### src/rtl/arbitro_memoria_pkg.sv
// Shared definitions for the memory bus arbiter: FSM states, requester
// indices and default widths.
package arbitro_memoria_pkg;

  typedef enum logic [1:0] {
    LIBRE     = 2'd0,
    ACCESO    = 2'd1,
    RESPUESTA = 2'd2
  } estado_t;

  localparam logic REQ_FETCH = 1'b0;
  localparam logic REQ_DATO  = 1'b1;

  localparam int ANCHO_DIR_DEF     = 16;
  localparam int ANCHO_DATO_DEF    = 16;
  localparam int LIMITE_ESPERA_DEF = 15;
  // Wide enough for any wait limit up to 255.
  localparam int ANCHO_CONT        = 8;

endpackage

### src/rtl/arbitro_memoria_contador.sv
// Wait-state counter for the arbiter: clear has priority over enable and the
// terminal flag marks the last cycle allowed before a timeout abort.
module contador_espera
  import arbitro_memoria_pkg::*;
#(
  parameter int LIMITE = LIMITE_ESPERA_DEF
) (
  input  logic i_reloj,
  input  logic i_reiniciar_n,
  input  logic i_limpiar,
  input  logic i_habilitar,
  output logic o_terminal
);

  localparam logic [ANCHO_CONT-1:0] TERMINAL = ANCHO_CONT'(LIMITE - 1);
  localparam logic [ANCHO_CONT-1:0] UNO      = ANCHO_CONT'(1);

  logic [ANCHO_CONT-1:0] r_cuenta;

  always_ff @(posedge i_reloj) begin
    if (!i_reiniciar_n) begin
      r_cuenta <= '0;
    end else if (i_limpiar) begin
      r_cuenta <= '0;
    end else if (i_habilitar) begin
      r_cuenta <= r_cuenta + UNO;
    end
  end

  assign o_terminal = (r_cuenta == TERMINAL);

endmodule

### src/rtl/arbitro_memoria.sv
// Round-robin arbiter sequencing instruction fetch and data accesses onto a
// single-port memory bus, with a wait-state timeout that aborts hung accesses.
module arbitro_memoria
  import arbitro_memoria_pkg::*;
#(
  parameter int ANCHO_DIR     = ANCHO_DIR_DEF,
  parameter int ANCHO_DATO    = ANCHO_DATO_DEF,
  parameter int LIMITE_ESPERA = LIMITE_ESPERA_DEF
) (
  input  logic                  Reloj,
  input  logic                  Reiniciar,
  input  logic                  SolFetch,
  input  logic [ANCHO_DIR-1:0]  DirFetch,
  output logic                  AckFetch,
  input  logic                  SolDato,
  input  logic                  EscDato,
  input  logic [ANCHO_DIR-1:0]  DirDato,
  input  logic [ANCHO_DATO-1:0] DatoEsc,
  output logic                  AckDato,
  output logic [ANCHO_DATO-1:0] DatoLeido,
  output logic                  ErrorBus,
  output logic                  MemHab,
  output logic                  MemEsc,
  output logic [ANCHO_DIR-1:0]  MemDir,
  output logic [ANCHO_DATO-1:0] MemDatoEsc,
  input  logic                  MemListo,
  input  logic [ANCHO_DATO-1:0] MemDatoLeido
);

  estado_t               r_estado;
  logic                  r_ultimo;
  logic                  r_grant;
  logic                  r_mem_hab;
  logic                  r_mem_esc;
  logic [ANCHO_DIR-1:0]  r_mem_dir;
  logic [ANCHO_DATO-1:0] r_mem_dato_esc;
  logic [ANCHO_DATO-1:0] r_dato_leido;
  logic                  r_ack_fetch;
  logic                  r_ack_dato;
  logic                  r_error;

  estado_t               w_estado_sig;
  logic                  w_ultimo;
  logic                  w_grant;
  logic                  w_mem_hab;
  logic                  w_mem_esc;
  logic [ANCHO_DIR-1:0]  w_mem_dir;
  logic [ANCHO_DATO-1:0] w_mem_dato_esc;
  logic [ANCHO_DATO-1:0] w_dato_leido;
  logic                  w_ack_fetch;
  logic                  w_ack_dato;
  logic                  w_error;
  logic                  w_cont_limpiar;
  logic                  w_cont_hab;
  logic                  w_cont_terminal;

  contador_espera #(
    .LIMITE(LIMITE_ESPERA)
  ) u_contador (
    .i_reloj      (Reloj),
    .i_reiniciar_n(Reiniciar),
    .i_limpiar    (w_cont_limpiar),
    .i_habilitar  (w_cont_hab),
    .o_terminal   (w_cont_terminal)
  );

  always_ff @(posedge Reloj) begin
    if (!Reiniciar) begin
      r_estado       <= LIBRE;
      r_ultimo       <= REQ_DATO;
      r_grant        <= REQ_FETCH;
      r_mem_hab      <= 1'b0;
      r_mem_esc      <= 1'b0;
      r_mem_dir      <= '0;
      r_mem_dato_esc <= '0;
      r_dato_leido   <= '0;
      r_ack_fetch    <= 1'b0;
      r_ack_dato     <= 1'b0;
      r_error        <= 1'b0;
    end else begin
      r_estado       <= w_estado_sig;
      r_ultimo       <= w_ultimo;
      r_grant        <= w_grant;
      r_mem_hab      <= w_mem_hab;
      r_mem_esc      <= w_mem_esc;
      r_mem_dir      <= w_mem_dir;
      r_mem_dato_esc <= w_mem_dato_esc;
      r_dato_leido   <= w_dato_leido;
      r_ack_fetch    <= w_ack_fetch;
      r_ack_dato     <= w_ack_dato;
      r_error        <= w_error;
    end
  end

  // Acks and ErrorBus default low, so they only survive the single RESPUESTA cycle.
  always_comb begin
    w_estado_sig   = r_estado;
    w_ultimo       = r_ultimo;
    w_grant        = r_grant;
    w_mem_hab      = r_mem_hab;
    w_mem_esc      = r_mem_esc;
    w_mem_dir      = r_mem_dir;
    w_mem_dato_esc = r_mem_dato_esc;
    w_dato_leido   = r_dato_leido;
    w_ack_fetch    = 1'b0;
    w_ack_dato     = 1'b0;
    w_error        = 1'b0;
    w_cont_limpiar = 1'b0;
    w_cont_hab     = 1'b0;

    case (r_estado)
      LIBRE: begin
        if (SolFetch || SolDato) begin
          if (SolFetch && SolDato) begin
            w_grant = ~r_ultimo;
          end else if (SolDato) begin
            w_grant = REQ_DATO;
          end else begin
            w_grant = REQ_FETCH;
          end
          if (w_grant == REQ_DATO) begin
            w_mem_dir      = DirDato;
            w_mem_esc      = EscDato;
            w_mem_dato_esc = DatoEsc;
          end else begin
            w_mem_dir      = DirFetch;
            w_mem_esc      = 1'b0;
            w_mem_dato_esc = '0;
          end
          w_mem_hab      = 1'b1;
          w_cont_limpiar = 1'b1;
          w_estado_sig   = ACCESO;
        end
      end

      ACCESO: begin
        if (MemListo || w_cont_terminal) begin
          if (MemListo && !r_mem_esc) begin
            w_dato_leido = MemDatoLeido;
          end else begin
            w_dato_leido = '0;
          end
          w_error      = !MemListo;
          w_mem_hab    = 1'b0;
          w_mem_esc    = 1'b0;
          w_ack_fetch  = (r_grant == REQ_FETCH);
          w_ack_dato   = (r_grant == REQ_DATO);
          w_estado_sig = RESPUESTA;
        end else begin
          w_cont_hab = 1'b1;
        end
      end

      RESPUESTA: begin
        w_ultimo     = r_grant;
        w_estado_sig = LIBRE;
      end

      default: begin
        w_estado_sig = LIBRE;
      end
    endcase
  end

  assign AckFetch   = r_ack_fetch;
  assign AckDato    = r_ack_dato;
  assign DatoLeido  = r_dato_leido;
  assign ErrorBus   = r_error;
  assign MemHab     = r_mem_hab;
  assign MemEsc     = r_mem_esc;
  assign MemDir     = r_mem_dir;
  assign MemDatoEsc = r_mem_dato_esc;

endmodule

### config.mk
export PLATFORM = sky130hd
export DESIGN_NAME = arbitro_memoria
export DESIGN_NICKNAME = d
export VERILOG_FILES = /design/src/rtl/arbitro_memoria_pkg.sv /design/src/rtl/arbitro_memoria_contador.sv /design/src/rtl/arbitro_memoria.sv
export SDC_FILE = /design/constraint.sdc
export NUM_CORES = 1
export LEC_CHECK = 0
export CORE_ASPECT_RATIO = 1.1
export CORE_MARGIN = 2
export CORE_UTILIZATION = 40
export DETAILED_ROUTE_END_ITERATION = 10
export HOLD_SLACK_MARGIN = 0.08
export PLACE_DENSITY = 0.78
export SLEW_MARGIN = 0
export SYNTH_ARGS = -nofsm -noshare
export SYNTH_HDL_FRONTEND = slang
export SYNTH_SLANG_ARGS = --single-unit
export TNS_END_PERCENT = 10
### constraint.sdc
create_clock -name Reloj -period 2.2 [get_ports Reloj]
set_clock_uncertainty 0.1 [all_clocks]
set_input_delay 0.44 -clock Reloj [delete_from_list [all_inputs] [get_ports Reloj]]
set_output_delay 0.44 -clock Reloj [all_outputs]
set_load 0.01 [all_outputs]
After elaboration in Yosys (flattened, before gate mapping)
Cells that the tools add are included.

Output and inout port bits: 53. Input port bits: 70. Bits in registers: 65. Logic and storage cells: 55.

Add/subtract/negate cells: 1. Eq/ne operators: 5. Bitwise gates (word level): 3. Muxes and demuxes: 20. Reductions and logical operators: 14.

Operator list (number): two-way mux 16 bit (3); two-way mux 1 bit (12); adder 8 x 1 -> 8 bit (second input constant) (1); == test 8 x 4 -> 1 bit (second input constant) (1); AND reduction 2 bit (3); AND reduction 3 bit (2); two-way mux 2 bit (2); inequality test 2 bit (second input constant) (2); case mux 1 bit (2 select lines) (2); case mux 2 bit (2 select lines) (1); NOT 1 bit (3); == test 2 x 1 -> 1 bit (second input constant) (1); == test 2 bit (second input constant) (1); logical AND 1 bit (2); zero test 1 bit (2); zero test 2 bit (1); logical OR 1 bit (2); nonzero test 2 bit (1); OR reduction 2 bit (1).

Longest topological paths before layout
Depth in word-level cells: 7. Mapped depth: 7. Mapped depth without buffers: 6.

By module
A second synthesis with hierarchy kept.

Cell total of the unflattened synthesis: 241. Area total of the unflattened synthesis: 2521.2 um^2.

By module, submodules not included: arbitro_memoria (area an instance 2143.3 um^2, instances 1, cells an instance 199); contador_espera (area an instance 377.9 um^2, instances 1, cells an instance 42).

Least setup slack after synthesis
OpenSTA, ideal clock, no wires.

Kind: flip-flop to flip-flop. Start point: register u_contador.r_cuenta[0]. End point: register r_dato_leido[0], in the netlist DatoLeido[0]. Data arrival time: 1337 ps. Clock period less this slack: 1554 ps. Cell stages (with the launch flop): 8. Setup slack: 646 ps. Cell sequence: dfxtp_1 -> inv_1 -> ha_1 -> nand4b_2 -> o21bai_4 -> a21boi_2 -> buf_6 -> a22o_1.

Cells in the longest elaborated chain, start to end: 3.

RTL lines: from (decl) (line arbitro_memoria_contador.sv:18) `logic [ANCHO_CONT-1:0] r_cuenta;`; from (signal assigned) (line arbitro_memoria_contador.sv:26) `r_cuenta <= r_cuenta + UNO;`; == test 8 x 4 -> 1 bit (line arbitro_memoria_contador.sv:30) `assign o_terminal = (r_cuenta == TERMINAL);`; logical OR 1 bit (line arbitro_memoria.sv:137) `if (MemListo || w_cont_terminal) begin`; AND reduction 2 bit (no line); to (signal assigned) (line arbitro_memoria.sv:88) `r_dato_leido <= w_dato_leido;`; to (decl) (line arbitro_memoria.sv:37) `logic [ANCHO_DATO-1:0] r_dato_leido;`.

Every way passes these cells. A chain may end at the register's enable or synchronous reset.

Final worst setup path
Start point: register u_contador.r_cuenta[0]. End point: register r_dato_leido[3], in the netlist DatoLeido[3].

The elaborated chain is that of the path after synthesis.

==> flow_metrics.env <==
export IMPL_status="finished clean"
export IMPL_grt_overflow=0
export IMPL_antenna_found_initial=0
export IMPL_place_area_um2=3710
export IMPL_layout_commonest_cell="clkdlybuf4s50_1"
export IMPL_cp_start_kind="flip-flop"
export IMPL_ir_drop_v=0.000350
export IMPL_maxSlewHeadroom_pct=53.0
export IMPL_place_congestion=0.782
export IMPL_drt_wl_total_um=6080
export IMPL_cts_buffer_depth=2
export IMPL_yosys_area_top_type_share_pct=53.2
export IMPL_die_w_um=78.6
export IMPL_yosysUniqueCellTypes=42
export IMPL_min_period_ns=1.90
export IMPL_cts_tree="yes"
export IMPL_p_leak_nw=1.49
export IMPL_synth_ff_type="dfxtp_1"
export IMPL_synth_edf_count=0
export IMPL_hpwl_um=4560
export IMPL_vias=2182
export IMPL_cp_end_kind="flip-flop"
export IMPL_critPathKind="flip-flop to flip-flop"
export IMPL_dp_slack_ns=0.0637
export IMPL_syn_nets=292
export IMPL_yosysTopAreaCell="dfxtp_1"
export IMPL_final_area_um2=3880
export IMPL_finalSetupTns_ns=0
export IMPL_routedWlPerCell_um=14.3
export IMPL_hold_ws_ns=0.374
export IMPL_grtUsageTotal_pct=18.5
export IMPL_drtAntennaViolNets=0
export IMPL_seq_area_frac_synth_pct=53.2
export IMPL_grt_pass1_vias=2136
export IMPL_place_inst=411
export IMPL_power_internal_mw=1.99
export IMPL_ios=123
export IMPL_fp_dieH_um=86.0
export IMPL_drive_above_1_share_pct=9.20
export IMPL_numCtsBuffers=9
export IMPL_powerDensity_nw_per_um2=675
export IMPL_period_share_pct=86.4
export IMPL_grt_start_max_net_pins=34
export IMPL_path_max_fanout=16
export IMPL_cp_top_family="compound AO/OA/AOI/OAI gates"
export IMPL_synth_cells=220
export IMPL_vias_per_cell=5.13
export IMPL_area_growth_pct=58.7
export IMPL_rsz0062_at_grt="no"
export IMPL_tightest_slew_ns=0.701
export IMPL_drt_pass1_iterations=4
export IMPL_initial_core_util_pct=41.9
export IMPL_final_cell_mix="clkdlybuf4s50_1, dfxtp_1, a22o_1"
export IMPL_cts_resized=0
export IMPL_clk_latency_ns=0.33
export IMPL_p_seq_share_pct=49.0
export IMPL_slowest_delay_ns=0.56
export IMPL_grt_pass1_wl_um=9870
export IMPL_h_tree_depth=3
export IMPL_arrival_ns=2.07
export IMPL_crit_chain="inv_1 > ha_1 > nand4b_2 > o21bai_4 > a21boi_2 > a22o_1"
export IMPL_setup_ws_ns=0.298
export IMPL_nets=417
export IMPL_antennaDiodeCount=0
export IMPL_synth_area_leaders="dfxtp_1, a22o_1, mux2i_1"
export IMPL_fmax_mhz=526
export IMPL_cp_required_ns=2.37
export IMPL_dieArea_um2=6760
export IMPL_p_switching_uw=634
export IMPL_port_buffers=122
export IMPL_slew_violations=0
export IMPL_synthesis_area_um2=2450
export IMPL_clockPowerShare_pct=32.9
export IMPL_netSwitchingFraction_pct=24.2
export IMPL_slowest_stage="a21boi_2"
export IMPL_stdcell_count=425
export IMPL_pwr_share_comb_pct=18.1
export IMPL_cts_root_buf="clkbuf_8"
export IMPL_ctsHoldBuffers=0
export IMPL_max_cap_viol_count=0
export IMPL_drtIter0Drc=103
export IMPL_drc=0
export IMPL_path_buf_inv=1
export IMPL_postCtsSetupRepairBufs=0
export IMPL_syn_area_per_cell_um2=11.1
export IMPL_ys_ff_latch=65
export IMPL_n_fill_cell=482
export IMPL_core_area_um2=5840
export IMPL_path_clk_slew_ns=0.07
export IMPL_synthArstFlopShare_pct=0
export IMPL_hp_class="flip-flop to flip-flop"
export IMPL_final_setup_viol_count=0
export IMPL_clock_sinks=65
export IMPL_rows=29
export IMPL_hold_viol_final=0
export IMPL_yosys_warnings=0
==> routing by layer <==
layer / vias to the layer above / GRT usage (%) / share of wire, %
met1: 1003 / 22.2 / 43
li1: 1071 / - / -
met5: - / 0 / 0
met4: 0 / 7.18 / 1.3
met3: 9 / 7.47 / 11
met2: 99 / 29.7 / 44
==> final cells by class <==
class | instances | area [um^2] | area share (%)
sequential | 65 | 1300 | 33.5
timing repair buffer | 127 | 1260 | 32.4
multi-input combinational | 141 | 1050 | 27.2
clock buffer | 11 | 151 | 3.90
tap | 77 | 96.3 | 2.48
clock inverter | 3 | 17.5 | 0.451
inverter | 1 | 3.75 | 0.0966
==> Yosys cell counts, drive strengths merged (2+ instances only) <==
master,count
o21ai,21
and3,3
dfxtp,65
or3,4
nand2,5
a21oi,20
nor2,8
or2,2
nor3b,2
mux2i,17
clkbuf,2
buf,11
a22o,32
xor2,3
a21boi,3
ha,2
nand4,5
==> power groups by stage <==
stage / clock (mW) / combinational (mW) / sequential, mW
6_report: 0.863 / 0.474 / 1.28
5_1_grt: 0.946 / 0.512 / 1.29
4_1_cts: 0.890 / 0.478 / 1.28
3_5_place_dp: 0 / 0.475 / 1.31
3_3_place_gp: 0 / 0.468 / 1.31
2_1_floorplan: 0 / 0.169 / 1.33
==> final timing paths <==
path / startpoint / end / slack [ns] / depth (start not counted)
setup / recovery: u_contador.r_cuenta[0] / DatoLeido[3] / 0.30 / 6
hold / removal: DatoLeido[15] / DatoLeido[15] / 0.37 / 1
setup reg to reg: u_contador.r_cuenta[0] / DatoLeido[3] / 0.30 / 6
hold reg to reg: DatoLeido[15] / DatoLeido[15] / 0.37 / 1
==> sequential cells by signal, indices dropped and copies added (netlist names) <==
signal / count
AckDato: 1
AckFetch: 1
DatoLeido: 16
ErrorBus: 1
MemDatoEsc: 16
MemDir: 16
MemEsc: 1
MemHab: 1
r_estado: 2
r_grant: 1
r_ultimo: 1
u_contador.r_cuenta: 8
==> stage by stage <==
stage	util, %	total power [mW]
floorplan	-	1.50
global placement	63.6	1.77
detailed placement	63.6	1.78
global route	66.5	2.75
CTS	66.5	2.65
finish	66.5	2.62
==> logic make-up (layout without fill, tap and decap cells) <==
group	Yosys count	count (layout)	share of synthesized area, %
AO/OA/AOI/OAI	82	82	23.6
flip-flops	65	65	53.2
AND/OR/NAND/NOR	36	36	9.97
multiplexers	17	17	6.95
buffers and inverters	14	142	3.89
XOR/XNOR	4	4	1.43
adder cells (fa/ha/maj)	2	2	1.02
Power figures use the tool's default switching activity.
